## src/rtl/fifo_rd_pkg.sv

```systemverilog
// Shared types and constants for the FIFO stream reader and its output buffer.
package fifo_rd_pkg;

  typedef enum logic [1:0] {
    IDLE  = 2'd0,
    RUN   = 2'd1,
    DRAIN = 2'd2,
    DONE  = 2'd3
  } rd_state_e;

  localparam int SKID_DEPTH = 2;
  localparam int SKID_CNT_W = $clog2(SKID_DEPTH + 1);

endpackage : fifo_rd_pkg

```

## src/rtl/rd_skid_buf.sv

```systemverilog
// Two-entry output buffer between FIFO read data and the valid/ready stream.
module rd_skid_buf
  import fifo_rd_pkg::*;
#(
  parameter int DATA_WIDTH = 16
) (
  input  logic                  clk,
  input  logic                  rstn,
  input  logic                  push,
  input  logic [DATA_WIDTH-1:0] push_data,
  input  logic                  pop,
  output logic [DATA_WIDTH-1:0] head,
  output logic [SKID_CNT_W-1:0] count,
  output logic                  full,
  output logic                  empty
);

  logic [DATA_WIDTH-1:0] mem [SKID_DEPTH];
  logic                  wr_ptr;
  logic                  rd_ptr;
  logic                  push_ok;
  logic                  pop_ok;

  assign empty   = (count == '0);
  assign full    = (count == SKID_CNT_W'(SKID_DEPTH));
  assign pop_ok  = pop && !empty;
  // A push into a full buffer is only safe when the head leaves on the same edge.
  assign push_ok = push && (!full || pop_ok);
  assign head    = mem[rd_ptr];

  // NOTE: the storage is reset as well because the stream data must read as zero
  // out of reset; a deeper buffer would normally leave its storage unreset.
  always_ff @(posedge clk or negedge rstn) begin
    if (!rstn) begin
      mem[0] <= '0;
      mem[1] <= '0;
      wr_ptr <= 1'b0;
      rd_ptr <= 1'b0;
      count  <= '0;
    end else begin
      if (push_ok) begin
        mem[wr_ptr] <= push_data;
        wr_ptr      <= ~wr_ptr;
      end
      if (pop_ok) begin
        rd_ptr <= ~rd_ptr;
      end
      case ({push_ok, pop_ok})
        2'b10:   count <= count + SKID_CNT_W'(1);
        2'b01:   count <= count - SKID_CNT_W'(1);
        default: count <= count;
      endcase
    end
  end

endmodule : rd_skid_buf

```

## src/rtl/fifo_stream_reader.sv

```systemverilog
// Pops a burst of `len` words from the synchronous FIFO onto a valid/ready stream.
// Define READ_CNT_EN to add the rd_count output (stream handshakes since reset).
module fifo_stream_reader
  import fifo_rd_pkg::*;
#(
  parameter int DATA_WIDTH = 16,
  parameter int LEN_WIDTH  = 8
) (
  input  logic                  clk,
  input  logic                  rstn,
  input  logic                  start,
  input  logic [LEN_WIDTH-1:0]  len,
  output logic                  busy,
  output logic                  done,
  output logic                  fifo_cs,
  output logic                  fifo_rd_en,
  input  logic                  fifo_empty,
  input  logic [DATA_WIDTH-1:0] fifo_data,
  output logic                  m_valid,
  output logic [DATA_WIDTH-1:0] m_data,
  input  logic                  m_ready
`ifdef READ_CNT_EN
  ,
  output logic [15:0]           rd_count
`endif
);

  rd_state_e             state;
  rd_state_e             state_nxt;
  logic [LEN_WIDTH-1:0]  issue_cnt;
  logic                  inflight;
  logic                  pop;
  logic                  rd_issue;
  logic                  credit_ok;
  logic                  drain_last;
  logic [2:0]            occupancy;
  logic [SKID_CNT_W-1:0] buf_count;
  logic                  buf_full;
  logic                  buf_empty;

  assign pop       = m_valid && m_ready;
  assign occupancy = {1'b0, buf_count} + {2'b00, inflight} - {2'b00, pop};
  // At most two words may be buffered or in flight once this edge has settled.
  assign credit_ok = buf_full ? (pop && !inflight) : (occupancy < 3'd2);
  assign rd_issue  = (state == RUN) && (issue_cnt != '0) && !fifo_empty && credit_ok;
  // The buffer is empty after this edge: nothing in flight and the last word leaving.
  assign drain_last = !inflight &&
                      (buf_empty || ((buf_count == SKID_CNT_W'(1)) && pop));

  // NOTE: sequential state uses non-blocking assignments so every register samples
  // pre-edge values, independent of the order the blocks are evaluated in.
  always_ff @(posedge clk or negedge rstn) begin
    if (!rstn) begin
      state <= IDLE;
    end else begin
      state <= state_nxt;
    end
  end

  // NOTE: every output of this block gets a default first so no path leaves a
  // variable unassigned, which would otherwise infer a latch.
  always_comb begin
    state_nxt  = state;
    busy       = (state != IDLE);
    done       = 1'b0;
    fifo_cs    = 1'b0;
    fifo_rd_en = 1'b0;
    case (state)
      IDLE: begin
        if (start) begin
          state_nxt = (len != '0) ? RUN : DONE;
        end
      end
      RUN: begin
        fifo_cs    = 1'b1;
        fifo_rd_en = rd_issue;
        if ((issue_cnt == '0) ||
            (rd_issue && (issue_cnt == LEN_WIDTH'(1)))) begin
          state_nxt = DRAIN;
        end
      end
      DRAIN: begin
        fifo_cs = 1'b1;
        if (drain_last) begin
          state_nxt = DONE;
        end
      end
      DONE: begin
        done      = 1'b1;
        state_nxt = IDLE;
      end
      default: state_nxt = IDLE;
    endcase
  end

  always_ff @(posedge clk or negedge rstn) begin
    if (!rstn) begin
      issue_cnt <= '0;
      inflight  <= 1'b0;
    end else begin
      if ((state == IDLE) && start) begin
        issue_cnt <= len;
      end else if (rd_issue) begin
        issue_cnt <= issue_cnt - LEN_WIDTH'(1);
      end
      // FIFO read data is registered, so it is valid the cycle after the issue.
      inflight <= rd_issue;
    end
  end

  rd_skid_buf #(
    .DATA_WIDTH (DATA_WIDTH)
  ) u_skid (
    .clk       (clk),
    .rstn      (rstn),
    .push      (inflight),
    .push_data (fifo_data),
    .pop       (pop),
    .head      (m_data),
    .count     (buf_count),
    .full      (buf_full),
    .empty     (buf_empty)
  );

  assign m_valid = !buf_empty;

`ifdef READ_CNT_EN
  always_ff @(posedge clk or negedge rstn) begin
    if (!rstn) begin
      rd_count <= '0;
    end else if (pop) begin
      rd_count <= rd_count + 16'd1;
    end
  end
`endif

endmodule : fifo_stream_reader

```

## config.mk

```make
export PLATFORM = sky130hd
export DESIGN_NAME = fifo_stream_reader
export DESIGN_NICKNAME = d
export VERILOG_FILES = /design/src/rtl/fifo_rd_pkg.sv /design/src/rtl/rd_skid_buf.sv /design/src/rtl/fifo_stream_reader.sv
export SDC_FILE = /design/constraint.sdc
export NUM_CORES = 1
export LEC_CHECK = 0
export ABC_AREA = 1
export BUFFER_PORTS_ARGS = -buffer_cell sky130_fd_sc_hd__buf_4
export CORE_UTILIZATION = 55
export DETAILED_ROUTE_END_ITERATION = 10
export GPL_ROUTABILITY_DRIVEN = 1
export PLACE_DENSITY_LB_ADDON = 0.12
export SYNTH_ARGS = -nofsm -noshare
export SYNTH_HDL_FRONTEND = slang
export SYNTH_SLANG_ARGS = --single-unit
```

## constraint.sdc

```tcl
create_clock -name clk -period 6.2 [get_ports clk]
set_input_delay 1.24 -clock clk [delete_from_list [all_inputs] [get_ports clk]]
set_output_delay 1.24 -clock clk [all_outputs]
set_load 0.005 [all_outputs]
```

# Word level (Yosys, flattened, before mapping)
# Cells that the tools add are included.
[op_classes]
muxes = 18
eq_ne = 11
add_sub_neg = 5
bitwise = 4
n_reduce_logical = 29
n_lt_le_gt_ge = 4
[ops]
columns = ["op", "count"]
rows = [
  ["2-to-1 mux 16 bit", 4],
  ["bitwise mux 32 bit", 1],
  ["demux 16 bit (select 1 bit)", 1],
  ["2-to-1 mux 8 bit", 2],
  ["nonzero test 8 bit", 2],
  ["logical AND 1 bit", 12],
  ["== test 2 bit, second input constant", 4],
  ["== test 8 x 1 -> 1 bit, second input constant", 1],
  ["zero test 8 bit", 1],
  ["2-to-1 mux 2 bit", 4],
  ["case mux 2 bit (4 select lines)", 1],
  ["subtractor 8 x 1 -> 8 bit, second input constant", 1],
  ["== test 2 x 1 -> 1 bit, second input constant", 3],
  ["nonzero test 2 bit", 3],
  [">= comparator 2 bit, second input constant", 2],
  ["zero test 1 bit", 4],
  ["zero test 2 bit", 2],
  ["2-to-1 mux 1 bit", 4],
  ["inequality test 2 bit, second input constant", 2],
  ["inverter 1 -> 2 bit", 2],
  ["case mux 2 bit (2 select lines)", 1],
  ["adder 2 x 1 -> 3 bit", 1],
  ["logical OR 1 bit", 3],
  ["< comparator 3 x 2 -> 1 bit, second input constant", 1],
  ["other kinds (8)", 9],
]
[word_totals]
output_inout_bits = 21
input_bits = 29
regBits = 47
wordCells = 79

# Longest topological paths before layout
[depth]
word_depth = 11
depth_mapped = 17
depth_no_buf = 17

# Hierarchy
# Synthesis repeated with hierarchy kept, for this count alone.
[unflattened]
hier_cells = 349
hier_area_um2 = 2686.3
[modules_own_cells]
columns = ["mod", "cells_each", "seq_area_each_um2", "area_per_inst_um2", "n_inst"]
rows = [
  ["rd_skid_buf", 220, 900.9, 1767.9, 1],
  ["fifo_stream_reader", 129, 275.3, 918.4, 1],
]

# Least setup slack after synthesis
# OpenSTA, ideal clock, no wires.
[synth_timing]
path_kind = "input -> output"
from = "input port m_ready"
to = "output port fifo_rd_en"
n_path_buf = 0
cell_stages = 8
slack_ps = 2522
t_arrival_ps = 2438
t_required_ps = 4960
cell_sequence = "nand2_4 -> nor2_1 -> o21ai_0 -> fa_1 -> nand3_1 -> nand2_1 -> nand3_4 -> inv_1"
[synth_between]
elab_chain_cells = 6
word_cells_on_any_way = 7
cone_classes = "1 x add/sub; 1 x order compare; 2 x mux; 3 x reduce/logical"
[synth_rtl]
columns = ["item", "line", "rtl"]
rows = [
  ["start: declaration", "fifo_stream_reader.sv:21", "input logic m_ready"],
  ["logical AND 1 bit *", "fifo_stream_reader.sv:41", "assign pop = m_valid && m_ready;"],
  ["subtractor 3 x 1 -> 3 bit", "fifo_stream_reader.sv:42", "assign occupancy = {1'b0, buf_count} + {2'b00, inflight} - {2'b00, pop};"],
  ["< comparator 3 x 2 -> 1 bit", "fifo_stream_reader.sv:44", "assign credit_ok = buf_full ? (pop && !inflight) : (occupancy < 3'd2);"],
  ["2-to-1 mux 1 bit *", "fifo_stream_reader.sv:44", ""],
  ["logical AND 1 bit *", "fifo_stream_reader.sv:45", "assign rd_issue = (state == RUN) && (issue_cnt != '0) && !fifo_empty && credit_ok;"],
  ["2-to-1 mux 1 bit *", "fifo_stream_reader.sv:68", "case (state)"],
  ["end: declaration", "fifo_stream_reader.sv:16", "output logic fifo_rd_en,"],
]
# Every way passes the cells marked *; elsewhere a longest branch is shown, timed or not.

# Worst setup path in the final report
# Ends and elaborated chain as after synthesis.

==> reports/metrics.csv <==
metric,value,unit
Placed Cells,413,
Post-CTS Hold Fix Bufs,0,
proportion of synthesized area in mux cells,0,
DR pass1 iterations,7,
PortBufs,49,
Post-synth EDFFs,0,
DP Worst Slack,2.22,ns
run status,completed,
Fin. Hold Viols,0,
crit start category,input pin,
Final Max Tran Viols,0,
initial antenna violation count,0,
post-synthesis xor/xnor area fraction,0.0202,
Hold Crit Class,register to register,
CP cell instances,buf_4 > nand2_4 > nor2_1 > o21ai_0 > fa_1 > nand3_1 > nand2_1 > nand3_4 > inv_1 > buf_4,
leakage,1.69,nW
cell area after layout,0.00311,sq mm
fmax,252,MHz
Synth Area in Adders,0.0653,
Yosys top cell area share,0.451,
CP Capture Type,output pin,
largest family of logic cells by synthesized area,simple AND/OR/NAND/NOR gates,
"Req. time, crit path",4.96,ns
Post-DP Area,0.00297,sq mm
Antenna Diode Count,0,
worst-margin pin slew,1.03,ns
wire length on met3,232,um
CP peak stage delay,0.49,ns
total setup buffers inserted after CTS,0,
layout cells sized above 1,0.233,
via density per instance,5.01,
Core Area,0.00444,sq mm
largest area contributor in the netlist,dfrtp_1,
gp weighted congestion,0.809,
CTS sink count,47,
Post-synth top cells,"nand2_1, dfrtp_1, inv_1",
Routed Antenna Nets,0,
Top Metal Used,met4,
Mapped Nets,364,
Rows,24,
crit path max fanout,7,
setup_tns,0,ns
"Avg Cell Area, Syn",8.09,sq um
CP startpoint,m_ready,
CTS tree,done,
async set-reset flop share out of synthesis,1.00,
final worst slack,2.22,ns
top_reg_cell synth,dfrtp_1,
hold_sp,u_skid.mem[26],
DRC Markers,0,
met2 WL,2340,um
crit path kind,input pin to output pin,
All-Layer GR Usage,0.212,
Layout area overhead,19.2,%
I/O Pins,50,
nets,410,
number of global-route vias before repair,2072,
"count leader, synth",nand2_1,
R2R Setup Slk,3.77,ns
simple-gate share of the synthesized area,0.273,
Peak VDD IR,0.231,mV
Die X,70.8,um
vias,2110,
Power Density,487,mW/mm^2
DRT iter0 DRCs,130,
H-tree Lvls,2,
largest net degree at the start of global routing,48,
YS warnings,0,
slew margin rel.,0.313,
RSZ-0062 raised after global routing,no,
remaining global-route overflow,0,
slowest CP cell,fa_1,
HPWL after DPL,3300,um
Mapped Area,0.00261,sq mm
Die Area,0.00502,sq mm
Worst-Skew Late Latency,0.30,ns
CP arrival,2.74,ns
Synth Instances,322,
max cap viols,0,
Synth area leaders,"dfrtp_1, nand2_1, ha_1, o21ai_2, inv_1",
register area share after synthesis,0.451,
worst-case clock buffer depth,2,
wl on met1,2170,um
cts bufs inserted,5,
Yosys cell types,30,
# setup viols final,0,
Tcrit/Tclk final,0.641,
PostCTS Resize Cnt,0,
post-synthesis compound-gate area fraction,0.112,
"most used cell, CP",buf_4,
crit path time final,3.98,ns
Reg2Reg Launch Point,u_skid.count[1],
clk slew on worst S/H paths,0.08,ns
Die Ht,70.8,um
Layout Cells excl Fill,421,
global-route wire length before repair,8420,um
Initial Util,0.586,
final WL,4780,um
drt wl/cell,11.4,um
skew final,0.00520,ns
Root Driver,clkbuf_8,
synthesis-stage register bit count,47,
-- routing by layer --
layer / global-route usage / up-vias
met5: 0 / -
li1: - / 1095
met2: 0.372 / 55
met1: 0.266 / 956
met4: 0.0800 / 0
met3: 0.0342 / 4
-- state kept, by name (all words and copies together) (netlist names) --
register	count
inflight	1
issue_cnt	8
state	2
u_skid.count	2
u_skid.mem	32
u_skid.rd_ptr	1
u_skid.wr_ptr	1
-- final timing paths --
kind                                  end  cells after the start
max                            fifo_rd_en                     10
min                        u_skid.mem[26]                      2
max reg2reg                  issue_cnt[7]                     15
min reg2reg                u_skid.mem[26]                      2
max in group asynchronous  u_skid.mem[12]                      1
min in group asynchronous   u_skid.mem[6]                      1
-- worst max-delay path: cells and delay by family --
kind / cells / cell delay (ns)
buffers and inverters: 3 / 0.29
adder cells (fa/ha/maj): 1 / 0.49
AO/OA/AOI/OAI: 1 / 0.14
AND/OR/NAND/NOR: 5 / 0.56
-- where the power goes --
group          total (W)  switching [W]  internal [W]
Clock           0.000261      0.0000997      0.000161
Sequential      0.000544       0.000105      0.000439
Combinational   0.000707       0.000386      0.000321
-- layout make-up --
| type | instances | area, sq um |
|---|---|---|
| Sequential cell | 47 | 1180 |
| Inverter | 35 | 131 |
| Tap cell | 52 | 65.1 |
| Clock inverter | 2 | 60.1 |
| Timing Repair Buffer | 50 | 375 |
| Clock buffer | 6 | 72.6 |
| Fill cell | 398 | 1340 |
| Multi-Input combinational cell | 229 | 1220 |
-- logic make-up after synthesis --
kind of cell | after synthesis
buf+inv | 46
simple gates | 165
flops | 47
fa+ha+maj | 13
xor+xnor | 6
compound gates | 45
-- cells in the final DEF, fill, tap and decap left out, types with 5 or more instances in the layout --
| cell | n |
|---|---|
| inv_1 | 31 |
| nand3_1 | 17 |
| o21ai_2 | 16 |
| buf_4 | 50 |
| o21ai_0 | 22 |
| ha_1 | 12 |
| nand2_1 | 118 |
| clkbuf_8 | 5 |
| dfrtp_1 | 47 |
| nor2_1 | 14 |
-- per-stage QoR --
step                power (W)   util  hold slack [ns]
floorplan             0.00103      -            0.453
global placement      0.00124  0.669            0.465
detailed placement    0.00126  0.669            0.468
CTS                   0.00153  0.699            0.490
global route          0.00165  0.699            0.501
finish                0.00151  0.699            0.488
(Power assumes the default switching activity.)
